**config.mk**
```make
export PLATFORM = sky130hd
export DESIGN_NAME = gray_stream_monitor_flat
export DESIGN_NICKNAME = d
export VERILOG_FILES = /design/src/rtl/gray_stream_monitor_if.sv /design/src/rtl/gray_stream_monitor.sv /design/src/flat_wrapper.sv
export SDC_FILE = /design/constraint.sdc
export NUM_CORES = 1
export LEC_CHECK = 0
export ABC_AREA = 1
export CORE_MARGIN = 8
export CORE_UTILIZATION = 50
export DETAILED_ROUTE_END_ITERATION = 6
export PLACE_DENSITY_LB_ADDON = 0.15
export SKIP_LAST_GASP = 1
export SLEW_MARGIN = 20
export SYNTH_ARGS = -nofsm -noshare
export SYNTH_HDL_FRONTEND = slang
export SYNTH_SLANG_ARGS = --single-unit
```
**constraint.sdc**
```tcl
create_clock -name clk -period 3.8 [get_ports clk]
set_clock_uncertainty 0.1 [all_clocks]
set_input_delay 0.38 -clock clk [delete_from_list [all_inputs] [get_ports clk]]
set_output_delay 0.38 -clock clk [all_outputs]
set_load 0.02 [all_outputs]
```
**src/rtl/gray_stream_monitor_if.sv**
```systemverilog
// Status bundle between the upstream Gray counter, the stream monitor and its observers.
// Plain level signals: no handshake, the monitor samples gray_in on every clock.
interface gray_stream_monitor_if #(
   parameter int CBITS  = 11,
   parameter int WRAP_W = 16
);
   logic [CBITS-1:0]  gray_in;
   logic              en;
   logic              clr_err;
   logic [CBITS-1:0]  bin_out;
   logic              bin_valid;
   logic              wrap_pulse;
   logic [WRAP_W-1:0] wrap_cnt;
   logic              step_err;
   logic              err_sticky;
   logic [7:0]        err_cnt;
   logic [1:0]        state;

   modport master (
      output gray_in, en, clr_err,
      input  bin_out, bin_valid, wrap_pulse, wrap_cnt, step_err, err_sticky, err_cnt, state
   );

   modport slave (
      input  gray_in, en, clr_err,
      output bin_out, bin_valid, wrap_pulse, wrap_cnt, step_err, err_sticky, err_cnt, state
   );
endinterface

```
**src/rtl/gray_stream_monitor.sv**
```systemverilog
// Resynchronises a free-running Gray count, decodes it to binary and flags every step that is not +1.
// Latency gray_in -> bin_out is SYNC_STAGES+1 cycles; no backpressure, the input is sampled every cycle.
module gray_stream_monitor #(
   parameter int CBITS       = 11,
   parameter int SYNC_STAGES = 2,
   parameter int WRAP_W      = 16
) (
   input logic                  clk,
   input logic                  rst,
   gray_stream_monitor_if.slave mon
);
   typedef enum logic [1:0] {
      IDLE  = 2'd0,
      FILL  = 2'd1,
      TRACK = 2'd2,
      ERR   = 2'd3
   } state_t;

   localparam int            FW        = $clog2(SYNC_STAGES + 2);
   localparam logic [FW-1:0] FILL_LOAD = FW'(SYNC_STAGES + 1);

   logic [SYNC_STAGES-1:0][CBITS-1:0] r_sync;
   logic [CBITS-1:0]                  w_gray;
   logic [CBITS-1:0]                  w_bin;
   logic [CBITS-1:0]                  w_delta;
   logic                              w_step_ok;
   logic                              w_step_bad;

   state_t            r_state;
   logic [FW-1:0]     r_fill;
   logic [CBITS-1:0]  r_bin;
   logic              r_bin_valid;
   logic              r_wrap_pulse;
   logic [WRAP_W-1:0] r_wrap_cnt;
   logic              r_step_err;
   logic              r_err_sticky;
   logic [7:0]        r_err_cnt;

   always_ff @(posedge clk or negedge rst) begin
      if (!rst) begin
         r_sync <= '0;
      end else begin
         r_sync <= {r_sync[SYNC_STAGES-2:0], mon.gray_in};
      end
   end

   assign w_gray = r_sync[SYNC_STAGES-1];

   // Each binary bit is the XOR of all Gray bits at and above it.
   always_comb begin
      w_bin = '0;
      for (int i = 0; i < CBITS; i++) begin
         w_bin[i] = ^(w_gray >> i);
      end
   end

   assign w_delta    = w_bin - r_bin;
   assign w_step_ok  = (w_delta == CBITS'(1));
   assign w_step_bad = (w_delta != '0) && !w_step_ok;

   always_ff @(posedge clk or negedge rst) begin
      if (!rst) begin
         r_state      <= IDLE;
         r_fill       <= '0;
         r_bin        <= '0;
         r_bin_valid  <= 1'b0;
         r_wrap_pulse <= 1'b0;
         r_wrap_cnt   <= '0;
         r_step_err   <= 1'b0;
         r_err_sticky <= 1'b0;
         r_err_cnt    <= '0;
      end else begin
         r_wrap_pulse <= 1'b0;
         r_step_err   <= 1'b0;

         if (r_state != IDLE) begin
            r_bin <= w_bin;
         end

         if (mon.clr_err) begin
            r_err_sticky <= 1'b0;
            r_err_cnt    <= '0;
         end

         case (r_state)
            IDLE: begin
               r_bin_valid <= 1'b0;
               if (mon.en) begin
                  r_state <= FILL;
                  r_fill  <= FILL_LOAD;
               end
            end

            // Stay here until the synchroniser and bin_out hold real samples.
            FILL: begin
               if (!mon.en) begin
                  r_state <= IDLE;
               end else begin
                  r_fill <= r_fill - 1'b1;
                  if (r_fill == FW'(1)) begin
                     r_state     <= TRACK;
                     r_bin_valid <= 1'b1;
                  end
               end
            end

            TRACK, ERR: begin
               if (!mon.en) begin
                  r_state     <= IDLE;
                  r_bin_valid <= 1'b0;
               end else if (w_step_bad) begin
                  // An illegal step overrides a coincident clear: the count restarts at 1.
                  r_step_err   <= 1'b1;
                  r_err_sticky <= 1'b1;
                  r_state      <= ERR;
                  if (mon.clr_err) begin
                     r_err_cnt <= 8'd1;
                  end else if (r_err_cnt != 8'hFF) begin
                     r_err_cnt <= r_err_cnt + 8'd1;
                  end
               end else begin
                  if (w_step_ok && (w_bin == '0)) begin
                     r_wrap_pulse <= 1'b1;
                     if (r_wrap_cnt != '1) begin
                        r_wrap_cnt <= r_wrap_cnt + 1'b1;
                     end
                  end
                  if ((r_state == ERR) && mon.clr_err) begin
                     r_state <= TRACK;
                  end
               end
            end

            default: r_state <= IDLE;
         endcase
      end
   end

   assign mon.bin_out    = r_bin;
   assign mon.bin_valid  = r_bin_valid;
   assign mon.wrap_pulse = r_wrap_pulse;
   assign mon.wrap_cnt   = r_wrap_cnt;
   assign mon.step_err   = r_step_err;
   assign mon.err_sticky = r_err_sticky;
   assign mon.err_cnt    = r_err_cnt;
   assign mon.state      = r_state;
endmodule

```
**src/flat_wrapper.sv**
```systemverilog
// flat-port wrapper written by rule: the top's interface ports become plain ports
module gray_stream_monitor_flat 
#(
   parameter int CBITS       = 11,
   parameter int SYNC_STAGES = 2,
   parameter int WRAP_W      = 16
)
  (clk, rst, mon_gray_in, mon_en, mon_clr_err, mon_bin_out, mon_bin_valid, mon_wrap_pulse, mon_wrap_cnt, mon_step_err, mon_err_sticky, mon_err_cnt, mon_state);
  gray_stream_monitor_if #(.CBITS(CBITS), .WRAP_W(WRAP_W)) mon_i ();
  input logic clk;
  input logic rst;
  input wire logic [$bits(mon_i.gray_in)-1:0] mon_gray_in;
  input wire logic [$bits(mon_i.en)-1:0] mon_en;
  input wire logic [$bits(mon_i.clr_err)-1:0] mon_clr_err;
  output wire logic [$bits(mon_i.bin_out)-1:0] mon_bin_out;
  output wire logic [$bits(mon_i.bin_valid)-1:0] mon_bin_valid;
  output wire logic [$bits(mon_i.wrap_pulse)-1:0] mon_wrap_pulse;
  output wire logic [$bits(mon_i.wrap_cnt)-1:0] mon_wrap_cnt;
  output wire logic [$bits(mon_i.step_err)-1:0] mon_step_err;
  output wire logic [$bits(mon_i.err_sticky)-1:0] mon_err_sticky;
  output wire logic [$bits(mon_i.err_cnt)-1:0] mon_err_cnt;
  output wire logic [$bits(mon_i.state)-1:0] mon_state;
  assign mon_i.gray_in = mon_gray_in;
  assign mon_i.en = mon_en;
  assign mon_i.clr_err = mon_clr_err;
  assign mon_bin_out = mon_i.bin_out;
  assign mon_bin_valid = mon_i.bin_valid;
  assign mon_wrap_pulse = mon_i.wrap_pulse;
  assign mon_wrap_cnt = mon_i.wrap_cnt;
  assign mon_step_err = mon_i.step_err;
  assign mon_err_sticky = mon_i.err_sticky;
  assign mon_err_cnt = mon_i.err_cnt;
  assign mon_state = mon_i.state;
  gray_stream_monitor #(.CBITS(CBITS), .SYNC_STAGES(SYNC_STAGES), .WRAP_W(WRAP_W)) u_core (.clk(clk), .rst(rst), .mon(mon_i));
endmodule
```
After elaboration in Yosys (flattened, before gate mapping). Cells that the tools add are included. Widths: inputs -> output; s select.

Magnitude comparators: 0. Shift-type cells: 0. Add/sub/neg operators: 4. Div/mod/pow operators: 0. Bitwise operators: 1. Eq/ne operators: 13. $mul: 0. Reduce and logical (&&, ||, !) cells: 25. Multiplexer cells: 31.

Operators with widths (number): $reduce_xor 11->1 (11); $mux 8 (6); $add 16x1->16 const B (1); $mux 2 (8); $ne 16x16->1 const B (1); $mux 1 (14); $eq 11x1->1 const B (1); $logic_not 11->1 (1); $reduce_bool 11->1 (1); $sub 11x11->11 (1); $reduce_and 3->1 (3); $add 8x1->8 const B (1); $ne 8x8->1 const B (1); $ne 2x2->1 const B (3); $pmux 2 s3 (1); $reduce_and 5->1 (1); $eq 2x1->1 const B (2); $eq 2x2->1 const B (2); $ne 4x2->1 const B (1); $pmux 2 s2 (1); $reduce_bool 2->1 (2); $logic_and 1x1->1 (3); $ne 3x2->1 const B (1); $pmux 1 s3 (1); 6 further kinds (6).

Word-level logic and storage cells: 85. ROM bits: 0. Memories kept: 0. Memory bits (writable): 0. Input bits: 15. Bits in registers: 65. Output and inout bits: 41. Bits in latches: 0.

Longest topological paths before layout. Gate-level depths: netlist of run 1.

Depth in word-level cells: 8. Depth in mapped cells: 29. Mapped depth without buffers: 27.

Worst setup path before layout of run 1. OpenSTA, ideal clock, no wires.

Path kind: reg-to-reg. Start: reg u_core.r_sync, in the netlist u_core.w_gray[9]. End: reg u_core.r_wrap_cnt[13], in the netlist u_core.mon.wrap_cnt[13]. Data required time: 3.578 ns. Library setup time: 0.122 ns. Cell stages (with the launch flop): 26. Buffers on the path: 1. Path slack: 0.720 ns. Arrival: 2.858 ns. Cells stage by stage: dfrtp_1 -> inv_2 -> nand2_1 -> nand2_1 -> nand2_1 -> nand2_1 -> nand3_1 -> nand2_4 -> nand2_2 -> nand2_2 -> ha_1 -> inv_1 -> fa_1 -> nand3_1 -> nand2_1 -> nand2_1 -> nand2_1 -> nand2_1 -> nand2_1 -> nor2_1 -> nand2_2 -> nor2_4 -> buf_6 -> nand3_4 -> o21bai_1 -> nand2_1.

Longest elaborated chain between the ends: 7. Elaborated cells between the ends (all ways): 19. Those cells by class: 1 x add/sub; 1 x eq/ne; 1 x bitwise; 16 x reduce/logical.

Ends and longest elaborated chain: from (decl) (RTL line gray_stream_monitor.sv:22) `logic [SYNC_STAGES-1:0][CBITS-1:0] r_sync;`; from (signal assigned) (RTL line gray_stream_monitor.sv:43) `r_sync <= {r_sync[SYNC_STAGES-2:0], mon.gray_in};`; $reduce_xor 11->1 (*) (RTL line gray_stream_monitor.sv:53) `w_bin[i] = ^(w_gray >> i);`; net u_core.w_bin[8] (RTL line gray_stream_monitor.sv:24) `logic [CBITS-1:0] w_bin;`; $sub 11x11->11 (RTL line gray_stream_monitor.sv:57) `assign w_delta = w_bin - r_bin;`; $eq 11x1->1 (RTL line gray_stream_monitor.sv:58) `assign w_step_ok = (w_delta == CBITS'(1));`; $logic_not 1->1 (RTL line gray_stream_monitor.sv:59) `assign w_step_bad = (w_delta != '0) && !w_step_ok;`; $logic_and 1x1->1 (RTL line gray_stream_monitor.sv:59); $not 1->1 (no source line); $reduce_and 5->1 (no source line) (*); to (signal assigned) (RTL line gray_stream_monitor.sv:125) `r_wrap_cnt <= r_wrap_cnt + 1'b1;`; to (decl) (RTL line gray_stream_monitor.sv:34) `logic [WRAP_W-1:0] r_wrap_cnt;`.

The timed path passes the listed nets; every way through them passes the cells marked *. A chain may end at the register's enable or synchronous reset.

Final worst setup path of run 1.
Start: reg u_core.r_sync, in the netlist u_core.w_gray[8]. End: reg u_core.r_wrap_cnt[7], in the netlist u_core.mon.wrap_cnt[7].

The elaborated chain is that of the path after synthesis.

==> run_results.csv, run 1 <==
group,metric,value,unit
synthesis,synth_area,4040,um^2
global_route,grt_max_degree,39,
cells_and_area,regArea,1630,um^2
clock_tree,clkSinkCount,65,
clock_tree,cts_made_buffers,9,
timing,tightest_slew,904,ps
pwr,peakVddDrop,0.270,mV
cells_and_area,stdcell_area,4910,um^2
setup_path,cp_data_arrival_time,3680,ps
clock_tree,cts_tree,"built",
timing,fin_crit_sh,0.938,
setup_path,path_max_fanout,8,
cells_and_area,syn_to_final_growth,21.5,%
global_route,antenna_found_initial,0,
timing,hold_viol_final,0,
pwr,clockPowerShare,0.191,
synthesis,yosys_warnings,0,
timing,rsz0062_at_grt,"false",
global_route,track_usage,0.169,
floorplan,num_rows,32,
pwr,p_sw,1.25,mW
timing,worst_slack,235,ps
setup_path,crit_top_cell,"nand2_1",
pwr,p_per_area,588,nW/um^2
pwr,intPower,1.64,mW
floorplan,core,7770,um^2
floorplan,die_width,106,um
placement,hpwl,7040,um
timing,slew_viol_final,0,
setup_path,worstSetupPathType,"flip-flop to flip-flop",
placement,pre_cts_ws,195,ps
hold_path,hp-class,"input port to async pin",
synthesis,avgSynthCellArea,7.42,um^2
floorplan,die_area,11200,um^2
timing,relSlewSlack,0.397,
timing,clock.fmax,280,MHz
global_route,grt_pass1_wl,15700,um
clock_tree,cts_root_buffer,"clkbuf_8",
drt,ant_nets,0,
cells_and_area,post-route-util,0.632,
drt,routedWlPerCell,12.6,um
floorplan,start_util,0.520,
clock_tree,h-tree-depth,3,
flow_run,drv_cap,0,
pwr,seqPwrFrac,0.308,
cells_and_area,num-nets-final,639,
outcome,outcome,"finished clean",
pwr,share_comb_of_total_power,0.501,
synthesis,synthesis.nets,573,
setup_path,cpMaxStageDelayCell,"fa_1",
timing,setup_viol_count_final,0,
setup_path,crit_required,3910,ps
floorplan,dieHeight,106,um
drt,first_pass_iters,4,
cells_and_area,multi_input_area,2020,um^2
clock_tree,cts_buffer_depth,2,
synthesis,yosysUniqueCellTypes,36,
drt,routed_wl,9040,um
placement,placed_cell_area,4700,um^2
timing,period_needed,3570,ps
drt,vias,3536,
floorplan,boundaryPins,56,
cells_and_area,fill_cells,692,
synthesis,ys_seq_area_frac,0.403,
drt,remaining_drc_errors,0,
clock_tree,clk_latency,340,ps
synthesis,synthFlopType,"dfrtp_1",
synthesis,synth_edf_count,0,
setup_path,max_stage_delay,420,ps
setup_path,cp-start-kind,"flip-flop",
pwr,swShare,0.432,
drt,drt-vias-per-instance,4.94,
cells_and_area,fin_cells,716,
placement,dp_cells,700,
drt,first_iter_violations,188,
synthesis,synth_cells,544,
cells_and_area,antenna_cells,0,
clock_tree,postCtsHoldBufs,0,
setup_path,cp-end-kind,"flip-flop",
cells_and_area,drive_above_1_share,0.0961,
timing,setup_tns,0,ps
synthesis,async_reset_ff_frac,1.00,
clock_tree,cts.clk_slew.worst_paths,70,ps
global_route,grt_pass1_vias,3484,
synthesis,ys_seq_elements,65,
placement,numPortBuffers,55,
placement,place_congestion,0.903,
pwr,power.leakage,2.47,nW
global_route,grt-ovfl-total,0,
setup_path,crit_chain,"inv_2, nand2_1, nand2_1, nand2_1, nand2_1, nand3_1, nand2_4, nand2_2, nand2_2, ha_1, inv_1, fa_1, nand3_1, nand2_1, nand2_1, nand2_1, nand2_1, nand2_1, nor2_1, nand2_2, nor2_4, buf_12, nand4_1, xor2_1",
==> power by group through the flow <==
stage	Sequential [mW]	Combinational (mW)	Clock [mW]
6_report	0.888	1.44	0.552
2_1_floorplan	0.992	0.904	0
3_5_place_dp	0.902	1.44	0
3_3_place_gp	0.900	1.42	0
5_1_grt	0.903	1.61	0.595
4_1_cts	0.890	1.45	0.566
==> per-stage QoR <==
stage	hold WS (ps)	power, mW
after floorplan	-15.6	1.90
after global placement	232	2.32
after detailed placement	235	2.34
after CTS	94.1	2.90
after global routing	136	3.10
final	66.6	2.88
==> state kept, by name, indices dropped and copies added, names as in the netlist <==
signal and count:
u_core.w_gray 11, u_core.mon.wrap_cnt 16, u_core.mon.step_err 1, u_core.mon.err_sticky 1, u_core.r_sync 11, u_core.mon.bin_out 11
u_core.mon.wrap_pulse 1, u_core.mon.bin_valid 1, u_core.mon.err_cnt 8, u_core.r_fill 2, u_core.mon.state 2
==> cells by family after synthesis <==
family | after synthesis | share of synthesized area
adder cells (fa/ha/maj) | 14 | 0.0452
XOR/XNOR | 20 | 0.0434
flip-flops | 65 | 0.403
AND/OR/NAND/NOR | 300 | 0.349
buffers and inverters | 100 | 0.0982
AO/OA/AOI/OAI | 45 | 0.0614
==> per-layer routing <==
metal	track usage	share of wire	up-vias
li1	-	-	1843
met1	0.197	0.45	1600
met2	0.286	0.48	79
met3	0.0451	0.049	14
met4	0.0764	0.021	0
met5	0	0	-
==> area by class of cell <==
| type | count | area share |
|---|---|---|
| Clock inverter | 4 | 0.00918 |
| Inverter | 96 | 0.0740 |
| Sequential cell | 65 | 0.332 |
| Tap cell | 102 | 0.0260 |
| Multi-Input combinational cell | 379 | 0.413 |
| Clock buffer | 11 | 0.0268 |
| Timing Repair Buffer | 59 | 0.120 |
==> cell usage after synthesis (2+ instances only) <==
master	count	area share
nand4_1	16	0.025
o21ai_1	3	0.0037
a21oi_1	12	0.015
nand3_1	37	0.046
xnor2_1	8	0.017
nor3_1	9	0.011
nand2_1	159	0.15
nor2_1	39	0.036
inv_2	4	0.0037
buf_6	2	0.0056
nor2_2	5	0.0077
nand2_2	15	0.023
nand3_4	2	0.0087
dfrtp_1	65	0.40
o21bai_1	6	0.011
nor2_4	3	0.0084
nand2_4	3	0.0084
ha_1	13	0.040
nand3_2	2	0.0050
xor2_1	12	0.026
o21ai_0	22	0.027
inv_1	90	0.084
nor4_1	4	0.0062
==> worst paths after layout <==
| path | depth (start not counted) | slack, ps | from | endpoint |
|---|---|---|---|---|
| max | 24 | 230 | u_core.w_gray[8] | u_core.mon.wrap_cnt[7] |
| min | 1 | 70 | rst | u_core.mon.bin_out[7] |
| max reg2reg | 24 | 230 | u_core.w_gray[8] | u_core.mon.wrap_cnt[7] |
| min reg2reg | 0 | 240 | u_core.r_sync[0] | u_core.w_gray[0] |
| max in group asynchronous | 2 | 2650 | rst | u_core.r_sync[9] |
| min in group clk | 0 | 240 | u_core.r_sync[0] | u_core.w_gray[0] |
==> cell usage in the layout (no fill, tap or decap), types with 4 or more instances in the layout <==
master           count
xnor2_1              8
inv_2                4
nor2_1              39
o21bai_1             6
nand2_4              4
nor3_1               9
nand4_1             16
nand2_2             14
nand3_1             36
o21ai_1              4
nor2_2               5
nor4_1               4
a21oi_1             12
inv_1               90
clkdlybuf4s50_1     54
ha_1                13
dfrtp_1             65
clkbuf_8             9
o21ai_0             21
xor2_1              12
nand2_1            159
==> worst max-delay path: cells and delay by family (launching register included) <==
family                     cells  cell delay, ps
DFF                            1             410
xor gates and xnor gates       1             160
adders and majority gates      2             580
buffers and inverters          3             330
and+or+nand+nor               18            1860
==> timing repair <==
action	in CTS	in global routing
buffers inserted	0	1
setup endpoints to repair	0	10
resized for setup	0	3
No activity file was read; power rests on OpenSTA's default activity.
==> inputs of run 2 (changes only) <==
Settings changed: CORE_UTILIZATION 50 to 55, SKIP_CTS_REPAIR_TIMING from default to 1.
==> run_results.csv, run 2 (same netlist as run 1, synthesis figures left out) <==
group,metric,value,unit
outcome,outcome,"finished clean",
clock_tree,cts.clk_slew.worst_paths,70,ps
setup_path,cp-end-kind,"flip-flop",
setup_path,crit_buf_inv,3,
setup_path,crit_family,"simple AND/OR/NAND/NOR gates",
global_route,grt_pass1_wl,15400,um
hold_path,hp-class,"input port to async pin",
timing,hold_viol_final,0,
setup_path,r2r_cells,24,
floorplan,core,7180,um^2
cells_and_area,multi_input_area,2030,um^2
pwr,power.leakage,2.48,nW
global_route,grt_pass1_vias,3556,
placement,numPortBuffers,55,
timing,whs,84.5,ps
drt,first_pass_iters,4,
floorplan,die_area,10300,um^2
global_route,grt_max_degree,42,
setup_path,r2r-end,"u_core.mon.wrap_cnt[7]",
placement,hpwl,6910,um
cells_and_area,stdcell_area,4940,um^2
pwr,swShare,0.417,
pwr,share_comb_of_total_power,0.483,
floorplan,dieHeight,102,um
floorplan,start_util,0.563,
setup_path,cp-start-kind,"flip-flop",
drt,ant_nets,0,
floorplan,num_rows,31,
pwr,p_sw,1.24,mW
placement,placed_cell_area,4690,um^2
setup_path,r2r_slack,280,ps
timing,relSlewSlack,0.371,
drt,first_iter_violations,143,
cells_and_area,drive_above_1_share,0.0997,
setup_path,cpMaxStageDelayCell,"dfrtp_1",
clock_tree,cts_buffer_depth,2,
pwr,clockPowerShare,0.218,
global_route,antenna_found_initial,0,
timing,tightest_slew,944,ps
timing,period_needed,3520,ps
clock_tree,cts_tree,"built",
floorplan,die_width,102,um
drt,vias,3628,
clock_tree,cts_root_buffer,"clkbuf_8",
setup_path,timing.rr.start,"u_core.w_gray[8]",
cells_and_area,fill_cells,605,
setup_path,crit_chain,"inv_2, nand2_1, nand2_1, nand2_1, nand2_1, nand3_2, nand2_4, nand2_2, nand2_2, ha_1, inv_1, fa_2, nand3_1, nand2_1, nand2_1, nand2_1, nand2_1, nand2_1, nor2_1, nand2_2, nor2_4, buf_12, nand4_1, xor2_1",
cells_and_area,largest_register_ffs,16,
setup_path,crit_top_cell,"nand2_1",
timing,worst_slack,280,ps
setup_path,path_max_fanout,9,
setup_path,cp_data_arrival_time,3640,ps
cells_and_area,layout_common_cells,"nand2_1 (159), inv_1 (90), dfrtp_1 (65)",
pwr,intPower,1.74,mW
drt,remaining_drc_errors,0,
cells_and_area,layout_commonest_cell,"nand2_1",
drt,routedWlPerCell,12.8,um
clock_tree,cts_made_buffers,9,
setup_path,max_stage_delay,410,ps
global_route,track_usage,0.187,
floorplan,boundaryPins,56,
placement,pre_cts_ws,234,ps
pwr,peakVddDrop,0.279,mV
setup_path,crit_required,3920,ps
timing,slew_viol_final,0,
pwr,p_per_area,604,nW/um^2
placement,place_congestion,0.914,
global_route,grt-ovfl-total,0,
drt,routed_wl,9130,um
clock_tree,h-tree-depth,3,
timing,fin_crit_sh,0.926,
cells_and_area,num-nets-final,638,
flow_run,drv_cap,0,
pwr,seqPwrFrac,0.299,
drt,drt-vias-per-instance,5.10,
cells_and_area,antenna_cells,0,
clock_tree,clk_latency,340,ps
timing,clock.fmax,284,MHz
clock_tree,clkSinkCount,65,
cells_and_area,syn_to_final_growth,22.4,%
timing,setup_viol_count_final,0,
cells_and_area,regArea,1630,um^2
setup_path,worstSetupPathType,"flip-flop to flip-flop",
==> run 2: layout make-up <==
| cell class | count | share of cell area |
|---|---|---|
| Multi-Input combinational cell | 379 | 0.411 |
| Clock buffer | 11 | 0.0306 |
| Tap cell | 99 | 0.0251 |
| Inverter | 96 | 0.0734 |
| Timing Repair Buffer | 58 | 0.117 |
| Clock inverter | 3 | 0.0132 |
| Sequential cell | 65 | 0.329 |
==> run 2: stage by stage <==
step	total power, mW	util	setup TNS [ps]	instances
5_1_grt	3.21	0.689	-3.35	711
2_1_floorplan	1.90	-	0	544
3_5_place_dp	2.33	0.653	0	696
4_1_cts	2.99	0.684	0	710
6_report	2.98	0.689	0	711
3_3_place_gp	2.30	0.653	0	696
==> run 2: worst max-delay path by stage <==
stage                          start                      end  slack [ps]  cells past startpoint
detailed placement  u_core.w_gray[9]  u_core.mon.wrap_cnt[15]         230                     24
global placement    u_core.w_gray[8]   u_core.mon.wrap_cnt[0]         340                     24
floorplan           u_core.w_gray[9]  u_core.mon.wrap_cnt[13]         720                     25
global route        u_core.w_gray[9]  u_core.mon.wrap_cnt[15]          -3                     25
CTS                 u_core.w_gray[9]  u_core.mon.wrap_cnt[14]         170                     25
finish              u_core.w_gray[8]   u_core.mon.wrap_cnt[7]         280                     24
==> run 2: per-layer routing <==
| metal | share of wire | up-vias | track usage |
|---|---|---|---|
| met5 | 0 | - | 0 |
| met4 | 0.020 | 0 | 0.0859 |
| met3 | 0.055 | 17 | 0.0399 |
| met2 | 0.49 | 114 | 0.317 |
| met1 | 0.43 | 1657 | 0.221 |
| li1 | - | 1840 | - |
==> run 2: power by group through the flow <==
| stage | logic [mW] | registers [mW] | clock network, mW |
|---|---|---|---|
| 6_report | 1.44 | 0.890 | 0.650 |
| 5_1_grt | 1.60 | 0.907 | 0.698 |
| 4_1_cts | 1.44 | 0.891 | 0.667 |
| 3_5_place_dp | 1.42 | 0.902 | 0 |
| 3_3_place_gp | 1.40 | 0.901 | 0 |
| 2_1_floorplan | 0.904 | 0.992 | 0 |
